[config.mk]
export PLATFORM = sky130hd
export DESIGN_NAME = ifetch_ctrl
export DESIGN_NICKNAME = d
export VERILOG_FILES = /design/src/rtl/ifetch_ctrl.sv
export SDC_FILE = /design/constraint.sdc
export NUM_CORES = 1
export LEC_CHECK = 0
export CELL_PAD_IN_SITES_DETAIL_PLACEMENT = 0
export CELL_PAD_IN_SITES_GLOBAL_PLACEMENT = 1
export CORE_MARGIN = 5
export CORE_UTILIZATION = 43
export DETAILED_ROUTE_END_ITERATION = 12
export HOLD_SLACK_MARGIN = 0.03
export PLACE_DENSITY_LB_ADDON = 0.1
export SETUP_SLACK_MARGIN = 0.05
export SKIP_CTS_REPAIR_TIMING = 1
export SLEW_MARGIN = 20
export SYNTH_ARGS = -nofsm -noshare
export SYNTH_HDL_FRONTEND = slang
export SYNTH_SLANG_ARGS = --single-unit
[constraint.sdc]
create_clock -name clk -period 6.3 [get_ports clk]
set_input_delay 1.26 -clock clk [delete_from_list [all_inputs] [get_ports clk]]
set_output_delay 1.26 -clock clk [all_outputs]
set_load 0.02 [all_outputs]
[src/rtl/ifetch_ctrl.sv]
// ifetch_ctrl: instruction fetch controller between the PC logic and a
// 2^AW x DW instruction memory with a 1-cycle registered read. Issues FETCH
// strobes, captures the returning byte one cycle later into a 2-entry
// prefetch queue, and presents the queue head to the decoder over a
// valid/ready handshake. Supports start, branch redirect with flush and
// halt-with-drain.
//
// Optional build macro: IFETCH_WRAP_FAULT_EN
//   defined   -> issuing a fetch at the top address sets a sticky fault and
//                drains the queue into HALT after that fetch.
//   undefined -> the PC wraps silently and fault is tied low.
module ifetch_ctrl #(
  parameter int AW     = 8,
  parameter int DW     = 8,
  parameter int QDEPTH = 2
) (
  input  logic          clk,
  input  logic          rst_n,
  input  logic          start,
  input  logic [AW-1:0] start_addr,
  output logic [AW-1:0] iAddr,
  output logic          FETCH,
  input  logic [DW-1:0] instr,
  output logic [DW-1:0] ins_out,
  output logic [AW-1:0] ins_pc,
  output logic          ins_valid,
  input  logic          ins_ready,
  input  logic          redirect,
  input  logic [AW-1:0] redirect_addr,
  input  logic          halt_req,
  output logic          busy,
  output logic          fault
);

  localparam logic [1:0] S_IDLE  = 2'd0;
  localparam logic [1:0] S_RUN   = 2'd1;
  localparam logic [1:0] S_DRAIN = 2'd2;
  localparam logic [1:0] S_HALT  = 2'd3;

  // Queue capacity used by the issue throttle; the queue itself is 2 deep.
  localparam logic [2:0] QFULL = 3'(QDEPTH);

  logic [1:0]    state;
  logic [AW-1:0] pc;

  // Fetch-in-flight stage: memory data for this address arrives next cycle.
  logic          vld_p1;
  logic [AW-1:0] addr_p1;

  // Prefetch queue storage and bookkeeping.
  logic [DW-1:0] q_data [2];
  logic [AW-1:0] q_addr [2];
  logic          rd_ptr;
  logic          wr_ptr;
  logic [1:0]    count;

  logic          in_run;
  logic          active;
  logic          start_ok;
  logic          redir;
  logic          pop;
  logic          push;
  logic          issue;
  logic          wrap_hit;
  logic [2:0]    occ;

  function automatic logic [AW-1:0] pc_next(input logic [AW-1:0] a);
    return a + AW'(1);
  endfunction

  assign in_run   = (state == S_RUN);
  assign active   = in_run || (state == S_DRAIN);
  assign start_ok = start && !active;
  assign redir    = redirect && active;

  assign ins_valid = active && (count != 2'd0);
  assign pop       = ins_valid && ins_ready;

  // Data returning in a redirect cycle belongs to the abandoned path.
  assign push = vld_p1 && !redir;

  // Slots committed after this cycle's pop: queued entries plus the one in flight.
  assign occ   = {1'b0, count} + {2'b00, vld_p1} - {2'b00, pop};
  assign issue = in_run && !redirect && (occ < QFULL);

  assign FETCH   = issue;
  assign iAddr   = in_run ? pc : '0;
  assign ins_out = ins_valid ? q_data[rd_ptr] : '0;
  assign ins_pc  = ins_valid ? q_addr[rd_ptr] : '0;
  assign busy    = active;

`ifdef IFETCH_WRAP_FAULT_EN
  logic fault_q;

  assign wrap_hit = issue && (pc == {AW{1'b1}});
  assign fault    = fault_q;

  // Sticky wrap fault, cleared only by reset or an accepted start.
  always_ff @(posedge clk or negedge rst_n) begin
    if (!rst_n) begin
      fault_q <= 1'b0;
    end else if (start_ok) begin
      fault_q <= 1'b0;
    end else if (wrap_hit) begin
      fault_q <= 1'b1;
    end
  end
`else
  assign wrap_hit = 1'b0;
  assign fault    = 1'b0;
`endif

  // Control path: FSM, program counter, in-flight flag and queue occupancy.
  always_ff @(posedge clk or negedge rst_n) begin
    if (!rst_n) begin
      state  <= S_IDLE;
      pc     <= '0;
      vld_p1 <= 1'b0;
      rd_ptr <= 1'b0;
      wr_ptr <= 1'b0;
      count  <= 2'd0;
    end else begin
      vld_p1 <= issue;

      if (start_ok) begin
        pc <= start_addr;
      end else if (redir) begin
        pc <= redirect_addr;
      end else if (issue) begin
        pc <= pc_next(pc);
      end

      if (start_ok || redir) begin
        rd_ptr <= 1'b0;
        wr_ptr <= 1'b0;
        count  <= 2'd0;
      end else begin
        if (push) wr_ptr <= ~wr_ptr;
        if (pop)  rd_ptr <= ~rd_ptr;
        count <= count + {1'b0, push} - {1'b0, pop};
      end

      case (state)
        S_IDLE, S_HALT: begin
          if (start) state <= S_RUN;
        end
        S_RUN: begin
          // Redirect wins; a concurrent halt_req is looked at again next cycle.
          if (!redirect && (halt_req || wrap_hit)) state <= S_DRAIN;
        end
        S_DRAIN: begin
          if (redirect || (count == 2'd0 && !vld_p1)) state <= S_HALT;
        end
        default: state <= S_IDLE;
      endcase
    end
  end

  // ---- stage p0 -> p1: hold the issued address until its data returns ----
  // ---- stage p1 -> queue: write the returning byte with its address ----
  // Datapath registers carry no reset; they are only read when qualified.
  always_ff @(posedge clk) begin
    if (issue) addr_p1 <= pc;
    if (push) begin
      q_data[wr_ptr] <= instr;
      q_addr[wr_ptr] <= addr_p1;
    end
  end

endmodule

* Yosys cells after proc, flatten, opt, wreduce, memory -nomap -nowiden *
Memory sizes are Yosys's and may differ from the RTL's.
Index checks and enable logic that the tools add are counted.

word-level totals
  output and inout bits = 28
  input port bits = 30
  register bits = 23
  ROM bits = 0
  logic and storage cells = 64
  bits in latches = 0
  bits in writable memories = 32
  memories = 2

cells by class
  eq/ne operators = 6
  multiply operators = 0
  div/mod/pow operators = 0
  shift-type cells = 0
  add/sub/neg operators = 5
  bitwise logic cells = 2
  mux-type cells = 17
  order comparisons = 1
  reductions and logical operators = 24

memory list
  memory  depth  width  rd ports  clocked after Yosys merged registers in  wr ports  line  text
  q_addr  2      8      1         0                                        1         52    logic [AW-1:0] q_addr [2];
  q_data  2      8      1         0                                        1         51    logic [DW-1:0] q_data [2];

operators by type and width
  operator             number
  $mux 8               6
  $logic_and 1x1->1    9
  $add 8x1->8 const B  1
  $mux 2               4
  $mux 1               6
  $pmux 2 s3           1
  $reduce_bool 2->1    3
  $eq 2x2->1 const B   2
  $logic_not 1->1      4
  $logic_not 2->1      2
  $ne 2x1->1 const B   2
  $add 2x1->3          1
  $logic_or 1x1->1     3
  $lt 3x2->1 const B   1
  $reduce_and 3->1     1
  $reduce_bool 3->1    1
  $sub 3x1->3          1
  $add 2x1->2          1
  $eq 2x1->1 const B   1
  $ne 2x2->1 const B   1
  $not 1->1            2
  $reduce_or 2->1      1
  $sub 2x1->2          1

* Logic depth before layout (Yosys ltp) *
  depth in word-level cells = 10
  mapped depth = 14
  depth with buffers taken out = 13

* Worst setup path after synthesis *
Ideal clock, no wire load.

  path type = register to output
  start point = register state[0]
  end point = output port FETCH
  path buffers = 0
  data arrival time = 3,043 ps
  stages on the path, launching flop included = 12
  path slack = 1,997 ps
  cell sequence = dfrtp_1 > inv_1 > ha_1 > inv_1 > o21ai_1 > inv_2 > nand2_1 > nor2_1 > o21ai_1 > fa_1 > xor2_1 > nor3_2

on the way
  longest elaborated chain between the ends = 7
  elaborated cells between the ends (all ways) = 9

ends and longest elaborated chain
  what                                             line    text
  start, declared                                  43      logic [1:0] state;
  start signal, assigned                           116     state <= S_IDLE;
  start signal, assigned                           145     if (start) state <= S_RUN;
  start signal, assigned                           149     if (!redirect && (halt_req || wrap_hit)) state <= S_DRAIN;
  $eq 2x1->1 / $eq 2x2->1 (equally long branches)  71, 72
  $logic_or 1x1->1 *                               72      assign active = in_run || (state == S_DRAIN);
  named net busy                                   31      output logic busy,
  $logic_and 1x1->1 *                              76      assign ins_valid = active && (count != 2'd0);
  named net ins_valid                              26      output logic ins_valid,
  $logic_and 1x1->1 *                              77      assign pop = ins_valid && ins_ready;
  $sub 3x1->3 *                                    83      assign occ = {1'b0, count} + {2'b00, vld_p1} - {2'b00, pop};
  $lt 3x2->1 *                                     84      assign issue = in_run && !redirect && (occ < QFULL);
  $logic_and 1x1->1 *                              84
  end, declared                                    22      output logic FETCH,

Mark *: on every way through the listed nets, which the timed path passes. The rest lies on a longest branch.

* Worst setup path in the final report *
  start point = input port ins_ready
  end point = output port FETCH

on the way
  longest elaborated chain between the ends = 4

ends and longest elaborated chain
  what               line  text
  start, declared    27    input logic ins_ready,
  $logic_and 1x1->1  77
  $sub 3x1->3        83
  $lt 3x2->1         84
  $logic_and 1x1->1  84

No other way between the ends.

==> reports/metrics.yaml <==
sta:
  rsz0062_at_grt: "no"
  period_share_pct: 78.87
  setup_tns_ps: 0
  setup_viol_count_final: 0
  worst_slew_pin_slew_ps: 924.0
  fin_skew_ps: 4.608
  slew_headroom_pct: 38.40
  fin_crit_ps: 4969
  holdWs_ps: 458.5
  drv_slew: 0
  fmax_mhz: 201.3
  hold_violations: 0
min_path:
  hp-class: "reg2reg"
  hold-path-cell-count: 0
  hp-start: "addr_p1[0]"
  hold_end: "q_addr[1][0]"
floorplanning:
  die_y_um: 86.69
  core_um2: 5816
  rows: 28
  die_area_um2: 7514
  die_w_um: 86.69
  ios: 58
  start_util_pct: 43.48
setup_path:
  path_cells: "clkdlybuf4s50_1 > nand2_1 > nor2_1 > o21ai_1 > fa_1 > xor2_1 > nor3_2 > buf_4 > clkdlybuf4s50_1"
  reg2reg_slack_ps: 2850
  crit_family: "buffers and inverters"
  worstSetupPathType: "in2out"
  end_kind: "output pin"
  crit_buf_inv: 3
  cp.required_ps: 5040
  crit_top_cell: "clkdlybuf4s50_1"
  slowest_delay_ps: 630
  r2r_start: "state[0]"
  startpoint_type: "primary input"
  r2r-end: "pc[1]"
  cp_data_arrival_time_ps: 3710
  r2r_cells: 13
  crit_path_max_fanout: 14
  slowest_stage: "clkdlybuf4s50_1"
global_routing:
  grt_pass1_wl_mm: 8.079
  grt_pass1_vias: 1698
  antenna_found_initial: 0
  grt_use_total_pct: 13.67
  overflow: 0
  grt_start_max_net_pins: 19
cells_and_area:
  diodes: 0
  area_growth_pct: 28.60
  multi_input_area_um2: 865.8
  seqCellArea_um2: 1577
  nNetsFinal: 295
  nFillCells: 520
  final_layout_size_suffix_gt1_share_pct: 6.564
  fin_cells: 334
routing:
  drc: 0
  antenna_left: 0
  initialDrtViolationCount: 54
  wire_per_inst_um: 14.07
  num_vias: 1648
  wl_met3_um: 293
  dr.max_layer_used: "met4"
  met2WireLength_mm: 2.407
  wl_mm: 4.698
  viasPerCell: 4.934
  drtPass1Iterations: 5
  wl_met1_mm: 1.945
power:
  leakage_nw: 1.208
  worst_ir_drop_vdd_uv: 269.8
  power_density_nw_per_um2: 468.7
cts:
  htree_num_levels: 2
  clk_pin_slew_ps: 100
  cts_buffers: 5
  cts_root_buf: "clkbuf_8"
  clk_latency_ps: 300
  cts_tree: "done"
  cts_num_sinks: 55
  clock_path_buffers: 2
logic_synthesis:
  synth_common_cells: "edfxtp_1 (40), nor2_1 (24), mux2i_1 (18)"
  yosysMostFrequentCell: "edfxtp_1"
  synth_nets: 237
  ys_seq_area_share_pct: 62.35
  synth-edff-count: 40
  ys_types: 41
  synth_ff_type: "edfxtp_1"
  syn-cell-area_um2: 2529
  synth_top_area_cell: "edfxtp_1"
  synth.top_cell.area_share_pct: 47.50
  ys_ff_latch: 55
  async_flop_share_pct: 27.27
  synth_area_leaders: "edfxtp_1 (48%), dfrtp_1 (15%), mux2i_1 (7.1%)"
  syn_inst: 200
  ys.warnings.count: 0
  avgSynthCellArea_um2: 12.64
flow_run:
  max_cap_viol_count: 0
place:
  port_buffers: 56
  gp_congestion: 0.7824
  dp.cells: 326
  dp_hpwl_mm: 3.396
status:
  status: "completed"
-- per-layer routing --
metal,global-route usage (%),vias to the layer above
li1,-,832
met3,2.662,5
met1,16.62,762
met5,0,-
met4,4.674,0
met2,24.20,49
-- through the flow --
stage | cell area, µm² | util (%) | total power [mW] | setup WS (ps)
6_report | 3252 | 55.92 | 1.524 | 1331
2_1_floorplan | 2529 | - | 1.093 | 1997
5_1_grt | 3252 | 55.92 | 1.646 | 1153
3_3_place_gp | 3161 | 54.35 | 1.342 | 1325
3_5_place_dp | 3161 | 54.35 | 1.352 | 1314
4_1_cts | 3252 | 55.92 | 1.544 | 1312
-- worst reg2reg max path, cell delays in order, from the launching register on --
cell and delay, ps:
dfrtp_1 390, inv_1 80, ha_1 360, inv_1 120, o21ai_1 70, buf_4 200
inv_2 70, nand2_1 100, nor2_1 180, o21ai_1 110, fa_1 390, xor2_1 200
o311ai_2 710, mux2_1 380
-- power by group --
part	switching (mW)	total [mW]	internal, mW
Clock	0.114	0.194	0.0798
Combinational	0.387	0.723	0.336
Sequential	0.0998	0.607	0.508
-- final cells by class --
class / instances / area share (%)
flip-flops and latches: 55 / 48.48
multi-input cells: 126 / 26.63
repair buffers: 59 / 17.93
well taps: 75 / 2.886
clock buffers: 5 / 2.116
inverters: 11 / 1.270
clock inverters: 3 / 0.6926
-- flip-flops by register name (all words and copies together) (netlist names) --
signal and flops:
state 2, wr_ptr 1, vld_p1 1, q_addr 16, addr_p1 8, pc 8
rd_ptr 1, q_data 16, count 2
-- cell families (layout without fill, tap and decap cells) --
logic type,Yosys count,count (layout),synth area share [%]
AND/OR/NAND/NOR,62,62,11.73
flip-flops,55,55,62.35
AO/OA/AOI/OAI,28,28,7.917
multiplexers,19,19,7.570
buffers and inverters,19,78,3.414
XOR/XNOR,9,9,3.117
adder cells (fa/ha/maj),7,7,3.760
other,1,1,0.1483
-- how the worst max path moves through the flow --
stage	from	end	slack (ps)	depth (start not counted)
after floorplan	state[0]	FETCH	2000	11
after global placement	ins_ready	FETCH	1330	9
after detailed placement	ins_ready	FETCH	1310	9
after CTS	ins_ready	FETCH	1310	9
after global routing	state[0]	FETCH	1150	14
final	ins_ready	FETCH	1330	9
-- cells in the final DEF, fill, tap and decap left out, drive strengths merged, types with 4 or more instances in the layout --
master,synthesis,routed
clkdlybuf4s50,0,56
edfxtp,40,40
nor2,24,24
mux2i,18,18
nand2,15,15
dfrtp,15,15
inv,11,12
and2,10,10
o21ai,7,7
ha,6,6
xor2,5,5
clkbuf,3,5
xnor2,4,4
nand3,4,4
a31oi,4,4
(Power assumes the default switching activity.)
==> patch (same flow settings) <==
Add a define of `IFETCH_WRAP_FAULT_EN`.
--- a/src/rtl/ifetch_ctrl.sv
+++ b/src/rtl/ifetch_ctrl.sv
@@ -9,6 +9,8 @@
 //   defined   -> issuing a fetch at the top address sets a sticky fault and
 //                drains the queue into HALT after that fetch.
 //   undefined -> the PC wraps silently and fault is tied low.
+`define IFETCH_WRAP_FAULT_EN
+
 module ifetch_ctrl #(
   parameter int AW     = 8,
   parameter int DW     = 8,
Check against the original RTL: not equivalent (a bounded check fails within 4 cycles, from zero or initial values and one cycle with rst_n low).
==> patch against the original RTL <==
  * Sequential cell count grew 1
  * Maximum frequency fell by 2.2%
  * Routed wire length is 4.7% higher
  * Worst hold slack worse by 0.0030 ns
  * Area after synthesis increased by 2.7%
  * Via count grew 5.6%
  * Setup slack worse by 0.11 ns
  * Global-route usage is 0.12 points higher
  * Power fell by 2.8%
  * Die area increased by 2.4%
  * Final area is 2.3% higher
  * Final cell count is 3.6% higher
  * Largest cell class unchanged
==> patch: results <==
{
  "status": "complete, no violations",
  "grt_first_pass_wirelength_mm": 8.169,
  "grt_max_degree": 18,
  "portBuffers": 57,
  "arrival_ns": 3.82,
  "finalClockSkew_ns": 0.008367,
  "use_met1_pct": 17.55,
  "wl_met3_um": 312,
  "fin_nets": 306,
  "r2r_end": "pc[7]",
  "avgSynthCellArea_sq_um": 12.43,
  "rrSetupSlack_ns": 2.98,
  "yosys-top-cells-area": "edfxtp_1, dfrtp_1, mux2i_1",
  "first_pass_iters": 6,
  "critPathMaxFanout": 16,
  "n_fill_cell": 515,
  "drive_gt1_share_pct": 7.380,
  "yosysUniqueCellTypes": 40,
  "drt-initial-drc-count": 63,
  "layout.cells.non_filler": 346,
  "dpl-instance-area_sq_um": 3241,
  "place_ws_ns": 1.211,
  "grt_use_total_pct": 13.79,
  "synth_common_cells": "edfxtp_1, nor2_1, dfrtp_1, mux2i_1, nand2_1",
  "route.met2.wl_mm": 2.305,
  "tightestPinTransition_ns": 0.8942,
  "hpwl_mm": 3.635,
  "wl_met1_mm": 2.227,
  "period_minus_slack_ns": 5.083,
  "avgRoutedWirePerCell_um": 14.22,
  "vias": 1740,
  "met2_usage_pct": 23.29,
  "leakage_nw": 1.227,
  "post-place-cells": 338,
  "postSynth.asyncResetShare_pct": 28.57,
  "reg2reg_depth": 16,
  "gp_congestion": 0.7808,
  "vdd_drop_max_uv": 207.8,
  "synth_seq_area_share_pct": 61.66,
  "met3_usage_pct": 3.104,
  "hold_end": "q_addr[1][7]"
}
==> patch: area by class of cell <==
class / count / area [sq um] / area share (%)
tap: 75 / 93.84 / 2.821
sequential: 56 / 1602 / 48.14
inverter: 10 / 37.54 / 1.128
timing repair buffer: 60 / 593.1 / 17.83
clock inverter: 3 / 17.52 / 0.5265
multi-input combinational: 137 / 914.6 / 27.49
clock buffer: 5 / 68.82 / 2.068
==> patch: kinds of logic (layout without fill, tap and decap cells) <==
family / after synthesis / count (layout) / synth area share, %
mux: 16 / 16 / 6.166
flops: 56 / 56 / 61.66
compound gates: 32 / 32 / 7.900
simple gates: 73 / 73 / 14.60
xor+xnor: 10 / 10 / 3.372
buf+inv: 16 / 78 / 3.131
fa+ha+maj: 6 / 6 / 3.179
==> patch: power breakdown <==
part | switching (W) | internal [W]
clock | 0.000111 | 0.0000778
sequential | 0.0000893 | 0.000521
combinational | 0.000366 | 0.000317
